**config.mk**
```make
export PLATFORM = sky130hd
export DESIGN_NAME = money_bcd_scan
export DESIGN_NICKNAME = d
export VERILOG_FILES = /design/src/rtl/money_bcd_scan.sv
export SDC_FILE = /design/constraint.sdc
export NUM_CORES = 1
export LEC_CHECK = 0
export CORE_UTILIZATION = 40
export DETAILED_ROUTE_END_ITERATION = 16
export GPL_ROUTABILITY_DRIVEN = 0
export PLACE_DENSITY = 0.61
export SKIP_LAST_GASP = 1
export SYNTH_ARGS = -nofsm -noshare
export SYNTH_HDL_FRONTEND = slang
export SYNTH_SLANG_ARGS = --single-unit
```
**constraint.sdc**
```tcl
create_clock -name clk -period 2.2 [get_ports clk]
set_input_delay 0.33 -clock clk [delete_from_list [all_inputs] [get_ports clk]]
set_output_delay 0.33 -clock clk [all_outputs]
set_load 0.01 [all_outputs]
```
**src/rtl/money_bcd_scan.sv**
```systemverilog
// Converts an 8-bit money value to BCD (sequential double-dabble) and drives an
// eight-digit multiplexed 7-segment display with leading-zero blanking.
module money_bcd_scan #(
   parameter int unsigned SCAN_DIV = 10000
) (
   input  logic       clk,
   input  logic       rst,
   input  logic [7:0] display_money_binary,
   output logic [7:0] seg_com,
   output logic [7:0] seg_array,
   output logic       conv_busy
);

   localparam logic [1:0] IDLE  = 2'd0;
   localparam logic [1:0] LOAD  = 2'd1;
   localparam logic [1:0] SHIFT = 2'd2;
   localparam logic [1:0] DONE  = 2'd3;

   localparam logic [15:0] SCAN_MAX = 16'(SCAN_DIV - 1);

   logic [1:0]  r_state;
   logic        r_valid;
   logic [7:0]  r_last;
   logic [7:0]  r_bin;
   logic [11:0] r_bcd;
   logic [2:0]  r_iter;
   logic [3:0]  r_hund;
   logic [3:0]  r_tens;
   logic [3:0]  r_ones;
   logic [15:0] r_scan;
   logic [2:0]  r_digit;
   logic [7:0]  r_seg_com;
   logic [7:0]  r_seg_array;

   logic [11:0] w_bcd_adj;
   logic [19:0] w_shift;
   logic [7:0]  w_seg_next;

   function automatic logic [7:0] seg_encode(input logic [3:0] d);
      logic [7:0] s;
      case (d)
         4'd0:    s = 8'hFC;
         4'd1:    s = 8'h60;
         4'd2:    s = 8'hDA;
         4'd3:    s = 8'hF2;
         4'd4:    s = 8'h66;
         4'd5:    s = 8'hB6;
         4'd6:    s = 8'hBE;
         4'd7:    s = 8'hE4;
         4'd8:    s = 8'hFE;
         4'd9:    s = 8'hF6;
         default: s = 8'h00;
      endcase
      return s;
   endfunction

   always_comb begin
      w_bcd_adj[3:0]  = (r_bcd[3:0]  >= 4'd5) ? r_bcd[3:0]  + 4'd3 : r_bcd[3:0];
      w_bcd_adj[7:4]  = (r_bcd[7:4]  >= 4'd5) ? r_bcd[7:4]  + 4'd3 : r_bcd[7:4];
      w_bcd_adj[11:8] = (r_bcd[11:8] >= 4'd5) ? r_bcd[11:8] + 4'd3 : r_bcd[11:8];
      w_shift         = {w_bcd_adj, r_bin} << 1;
   end

   // Conversion FSM; display digits are written only in DONE.
   always_ff @(posedge clk or posedge rst) begin
      if (rst) begin
         r_state <= IDLE;
         r_valid <= 1'b0;
         r_last  <= 8'd0;
         r_bin   <= 8'd0;
         r_bcd   <= 12'd0;
         r_iter  <= 3'd0;
         r_hund  <= 4'd0;
         r_tens  <= 4'd0;
         r_ones  <= 4'd0;
      end else begin
         case (r_state)
            IDLE: begin
               if (!r_valid || (display_money_binary != r_last)) r_state <= LOAD;
            end
            LOAD: begin
               r_bin   <= display_money_binary;
               r_last  <= display_money_binary;
               r_bcd   <= 12'd0;
               r_iter  <= 3'd0;
               r_state <= SHIFT;
            end
            SHIFT: begin
               {r_bcd, r_bin} <= w_shift;
               r_iter         <= r_iter + 3'd1;
               if (r_iter == 3'd7) r_state <= DONE;
            end
            DONE: begin
               r_hund  <= r_bcd[11:8];
               r_tens  <= r_bcd[7:4];
               r_ones  <= r_bcd[3:0];
               r_valid <= 1'b1;
               r_state <= IDLE;
            end
            default: r_state <= IDLE;
         endcase
      end
   end

   always_comb begin
      w_seg_next = 8'h00;
      case (r_digit)
         3'd0: w_seg_next = seg_encode(r_ones);
         3'd1: w_seg_next = (r_hund == 4'd0 && r_tens == 4'd0) ? 8'h00 : seg_encode(r_tens);
         3'd2: w_seg_next = (r_hund == 4'd0) ? 8'h00 : seg_encode(r_hund);
         default: w_seg_next = 8'h00;
      endcase
   end

   // seg_com and seg_array are both derived from r_digit on the same edge.
   always_ff @(posedge clk or posedge rst) begin
      if (rst) begin
         r_scan      <= 16'd0;
         r_digit     <= 3'd0;
         r_seg_com   <= 8'hFE;
         r_seg_array <= 8'hFC;
      end else begin
         if (r_scan == SCAN_MAX) begin
            r_scan  <= 16'd0;
            r_digit <= r_digit + 3'd1;
         end else begin
            r_scan <= r_scan + 16'd1;
         end
         r_seg_com   <= ~(8'b1 << r_digit);
         r_seg_array <= w_seg_next;
      end
   end

   assign seg_com   = r_seg_com;
   assign seg_array = r_seg_array;
   assign conv_busy = (r_state != IDLE);

endmodule

```
### Yosys cells after proc, flatten, opt, wreduce, memory -nomap -nowiden

Memory sizes are Yosys's and may differ from the RTL's.
Cells that the tools add are included.

* logic and storage cells: 60
* ROM bits: 336
* memories kept: 3
* bits in latches: 0
* flip-flop bits (word level): 81
* input port bits: 10
* memory bits (writable): 0

* $lt $le $gt $ge: 3
* add/subtract/negate cells: 6
* equality and inequality tests: 10
* shift-type cells: 1
* bitwise logic cells: 1
* $mul: 0
* divide/modulo/power cells: 0
* mux-type cells: 13
* reductions and logical operators: 10

Memory list
* (name not given): depth 16, width 7, read ports 1, clocked after memory_dff 0, wr ports 0, line 41 `case (d)`
* (name not given): depth 16, width 7, read ports 1, clocked after memory_dff 0, wr ports 0, line 41
* (name not given): depth 16, width 7, read ports 1, clocked after memory_dff 0, wr ports 0, line 41

Operators by type and width (number)
* 12-bit case mux with 2 select lines: 1
* 8-bit case mux with 3 select lines: 1
* 16-bit by 1-bit adder with 16-bit output (second input constant): 1
* 16-bit by 14-bit == test with 1-bit output (second input constant): 1
* 16-bit 2-to-1 mux: 1
* 8-bit 2-to-1 mux: 2
* 8-bit case mux with 2 select lines: 1
* 4-bit by 3-bit greater-or-equal comparator with 1-bit output (second input constant): 3
* 4-bit by 2-bit adder with 4-bit output (second input constant): 2
* 4-bit zero test: 2
* 4-bit 2-to-1 mux: 2
* 8-bit inequality test: 1
* 8-bit inverter: 1
* 2-bit case mux with 4 select lines: 1
* 1-bit by 3-bit << shifter with 8-bit output (first input constant): 1
* 3-bit by 1-bit adder with 3-bit output (second input constant): 2
* 3-bit case mux with 2 select lines: 1
* 2-bit == test (second input constant): 2
* 2-bit 2-to-1 mux: 2
* 2-bit inequality test (second input constant): 2
* 2-bit nonzero test: 2
* 3-bit by 2-bit adder with 3-bit output (second input constant): 1
* 3-bit by 1-bit == test with 1-bit output (second input constant): 1
* 3-bit by 2-bit == test with 1-bit output (second input constant): 1
* other kinds (9): 9

### Longest topological paths before layout

Gate-level depths: netlist of the first run.

* depth after elaboration: 4
* mapped depth: 7

### Worst setup path before layout of the first run

Ideal clock, no wire load.

* path kind: flip-flop to flip-flop
* start: register r_scan[7]
* end: register r_scan[9]
* clock period less this slack: 1.775 ns
* setup time: 0.126 ns
* setup slack: 0.425 ns
* stages on the path, launching flop included: 4
* required time: 2.074 ns
* arrival: 1.648 ns
* path through: dfrtp_1 > or3_4 > or4_1 > a311o_1

* word-level cells in the longest chain between the ends: 2
* elaborated cells between the ends (all ways): 3
* those cells by class: add/sub: 1; eq/ne: 1; mux: 1

Ends and longest elaborated chain
* start: declaration: line 30 `logic [15:0] r_scan;`
* start signal: assignment: line 127 `r_scan <= r_scan + 16'd1;`
* 16-bit by 1-bit adder with 16-bit output or 16-bit by 14-bit == test with 1-bit output (tied branches): line 127, 123
* 16-bit 2-to-1 mux *: line 123 `if (r_scan == SCAN_MAX) begin`

Every way passes the cells marked *; elsewhere a longest branch is shown, timed or not.
A chain may end at the register's enable or synchronous reset.

### Worst setup path after layout of the first run

* start: register r_state[0]
* end: output port conv_busy

* word-level cells in the longest chain between the ends: 1

Ends and longest elaborated chain
* start: declaration: line 21 `logic [1:0] r_state;`
* start signal: assignment: line 67 `r_state <= IDLE;`
* start signal: assignment: line 79 `if (!r_valid || (display_money_binary != r_last)) r_state <= LOAD;`
* start signal: assignment: line 86 `r_state <= SHIFT;`
* 2-bit nonzero test: line 136 `assign conv_busy = (r_state != IDLE);`
* end: declaration: line 11 `output logic conv_busy`

Every way passes these cells.

==> impl_metrics.json, run 1 <==
{
  "outcome": "finished clean",
  "fin_skew_ns": 0.009348,
  "timing.fmax_ghz": 0.5036,
  "nFillCells": 955,
  "initial_utilization_pct": 41.88,
  "synth_area_leaders": "dfrtp_1, ha_1, dfstp_2",
  "rsz0062_at_grt": "false",
  "design_area_um2": 4770,
  "clk_pin_slew_ns": 0.09,
  "dp.final_hpwl_mm": 4.933,
  "multiInputGateArea_um2": 1933,
  "cp_max_fo": 4,
  "rows": 36,
  "reg2reg_slack_ns": 0.32,
  "tightest_slew_ns": 0.6988,
  "worstHoldPathType": "in2async",
  "p_switching_w": 0.001535,
  "yosysUniqueCellTypes": 47,
  "setup_violations": 0,
  "drt-total-wl_mm": 7.089,
  "path_class": "reg2out",
  "ctsHoldBuffers": 0,
  "die_w_um": 103.9,
  "final_core_util_pct": 48.13,
  "syn_area_um2": 4150,
  "grt_start_max_net_pins": 81,
  "cp.arrival_ns": 1.66,
  "overflow": 0,
  "timing.rr.start": "r_scan[12]",
  "synth_edf_count": 0,
  "drt_iter0_drc": 96,
  "yosysWarnings": 0,
  "cts_tree": "yes",
  "grt_pass1_wl_mm": 12.41,
  "r2r_cells": 4,
  "wl_per_cell_um": 12.75,
  "internal_power_w": 0.003117,
  "diodes": 0,
  "die_h_um": 103.9,
  "cts_made_buffers": 9,
  "endpoint_kind": "output port",
  "leakage_nw": 2.013,
  "pwr-share-clk_pct": 25.1,
  "setup.worst_path.start_class": "register",
  "synth_top_area_share_pct": 40.40,
  "clk_latency_ns": 0.35,
  "final-hold-violation-count": 0,
  "cap_violations": 0,
  "root_buffer": "clkbuf_8",
  "async_flop_share_pct": 100.0,
  "numClockSinks": 80,
  "worst_slack_ns": 0.2144,
  "power.density_nw_per_um2": 975.5,
  "antenna_found_initial": 0,
  "ir_drop_v": 0.0008211,
  "vias": 2777,
  "ys.flop_type": "dfrtp_1",
  "slew_viol_final": 0,
  "postCtsSetupBuffers": 0,
  "die-area_um2": 10790,
  "ioPinCount": 27,
  "port_buffers": 25,
  "cts_resized": 0,
  "pre_cts_ws_ns": 0.3243,
  "min_period_over_period_pct": 90.25,
  "yosysTopAreaCell": "dfrtp_1",
  "drive_gt1_share_pct": 13.95,
  "synth.avg_cell_area_um2": 10.56,
  "grt_usage_pct": 14.35,
  "htree_levels": 3,
  "synthCells": 393,
  "nets": 460,
  "timing.final.crit_period_ns": 1.986,
  "synth-seq-cells": 80,
  "place_area_um2": 4557,
  "syn_to_final_growth_pct": 14.92,
  "seqPwrFrac_pct": 42.2,
  "post-route-drc-count": 0,
  "switching_share_pct": 33.00,
  "syn-num-nets": 435,
  "seqCellArea_um2": 2018,
  "clockBufferDepth": 2,
  "vias_per_cell": 4.995,
  "timing.rr.end": "r_scan[9]",
  "power_frac_comb_pct": 32.7,
  "ys_seq_area_share_pct": 48.63,
  "worst_ep_required_time_ns": 1.87,
  "tns_ns": 0,
  "design.core.area_um2": 9910,
  "grt_pass1_vias": 2713,
  "slew-limit-headroom_pct": 53.42,
  "dr.pass1.iters": 4,
  "detail-route-antenna-nets": 0
}
==> Yosys cell counts (all sizes together) (3+ instances only) <==
master,n
o22a,4
nor3,4
xor2,6
a211oi,4
mux2i,13
nor2b,3
nand2,25
o21ai,16
inv,36
ha,32
mux2,19
nand2b,6
nor2,25
dfrtp,67
or2,3
or3,4
nand3,10
nand4,8
o22ai,14
dfstp,13
xnor2,18
clkbuf,14
a21oi,21
==> cell families after synthesis <==
logic type      synth area share [%]
simple gates                   12.96
mux                            8.290
flops                          48.63
other cells                  0.09036
compound gates                 10.52
fa+ha+maj                      9.647
xor+xnor                       5.065
buf+inv                        4.793
==> power groups by stage <==
| stage | combinational, W | sequential (W) | clock [W] |
|---|---|---|---|
| 5_1_grt | 0.00170 | 0.00200 | 0.00127 |
| 2_1_floorplan | 0.00116 | 0.00195 | 0 |
| 6_report | 0.00152 | 0.00196 | 0.00117 |
| 4_1_cts | 0.00154 | 0.00196 | 0.00120 |
| 3_3_place_gp | 0.00151 | 0.00199 | 0 |
| 3_5_place_dp | 0.00154 | 0.00199 | 0 |
==> per-stage QoR <==
stage | hold WS (ns) | cells | total power (W)
after detailed placement | 0.4561 | 540 | 0.003533
after CTS | 0.4484 | 556 | 0.004711
after global placement | 0.4395 | 540 | 0.003502
after global routing | 0.4699 | 556 | 0.004967
final | 0.4150 | 556 | 0.004653
after floorplan | 0.4243 | 393 | 0.003103
==> sequential cells by signal, indices dropped and copies added (netlist names), 7 cells and up <==
register   cells
r_bcd         12
r_bin          8
r_last         8
r_scan        16
seg_array      7
seg_com        8
==> layout by cell type (no fill, tap or decap), types with 2 or more instances in the layout <==
cell,n
a211oi_1,4
a21o_1,2
a21oi_1,21
a31oi_1,2
and3_1,2
and4_1,2
buf_4,4
bufinv_16,2
clkbuf_8,9
clkdlybuf4s50_1,25
clkinv_2,2
clkinvlp_4,3
dfrtp_1,67
dfstp_2,13
ha_1,32
inv_1,35
mux2_2,18
mux2i_1,13
nand2_1,25
nand2b_1,6
nand3_1,9
nand4_1,8
nor2_1,25
nor2b_1,3
nor3_1,4
nor3b_1,2
o21ai_0,16
o221ai_1,2
o22a_1,4
o22ai_1,14
o32ai_1,2
or2_2,3
or3_1,3
xnor2_1,18
xor2_1,6
==> worst max-delay path by stage <==
| stage | slack, ns | endpoint | startpoint | depth (start not counted) |
|---|---|---|---|---|
| 6_report | 0.21 | conv_busy | r_state[0] | 4 |
| 5_1_grt | 0.11 | conv_busy | r_state[0] | 4 |
| 4_1_cts | 0.19 | conv_busy | r_state[0] | 4 |
| 3_5_place_dp | 0.32 | r_state[1] | display_money_binary[3] | 5 |
| 3_3_place_gp | 0.36 | r_state[1] | display_money_binary[2] | 5 |
| 2_1_floorplan | 0.43 | r_scan[9] | r_scan[7] | 3 |
==> routing by layer <==
metal	share of wire [%]	up-vias	GRT usage, %	routed length (um)
li1	-	1395	-	-
met1	49	1319	19.38	3497
met2	45	50	21.95	3220
met3	3.0	13	2.694	213
met4	2.2	0	7.449	157
met5	0	-	0	0
==> area by class of cell <==
class,count,area share [%]
Clock buffer,10,2.676
Clock inverter,6,1.784
Inverter,36,2.912
Multi-Input combinational cell,261,40.53
Sequential cell,80,42.31
Tap cell,133,3.489
Timing Repair Buffer,30,6.296
==> critical path, cell delays in order, from the launching register on <==
cell	delay (ns)
dfrtp_1	0.41
inv_1	0.08
ha_1	0.23
inv_1	0.06
clkdlybuf4s50_1	0.52
Note: power is estimated with default switching activity, not from simulation.
==> inputs of run 2 (changes only) <==
--- a/constraint.sdc
+++ b/constraint.sdc
@@ -3,2 +3,2 @@
 set_output_delay 0.33 -clock clk [all_outputs]
-set_load 0.01 [all_outputs]
+set_load 0.02 [all_outputs]
==> results of run 2 <==
Same layout as run 1 (identical final DEF). Status: finished clean.
Among the figures that moved: setup slack after layout 0.2144 ns -> 0.1465 ns; total power 0.004653 W -> 0.004687 W; worst IR drop on VDD 0.0008211 V -> 0.0008543 V
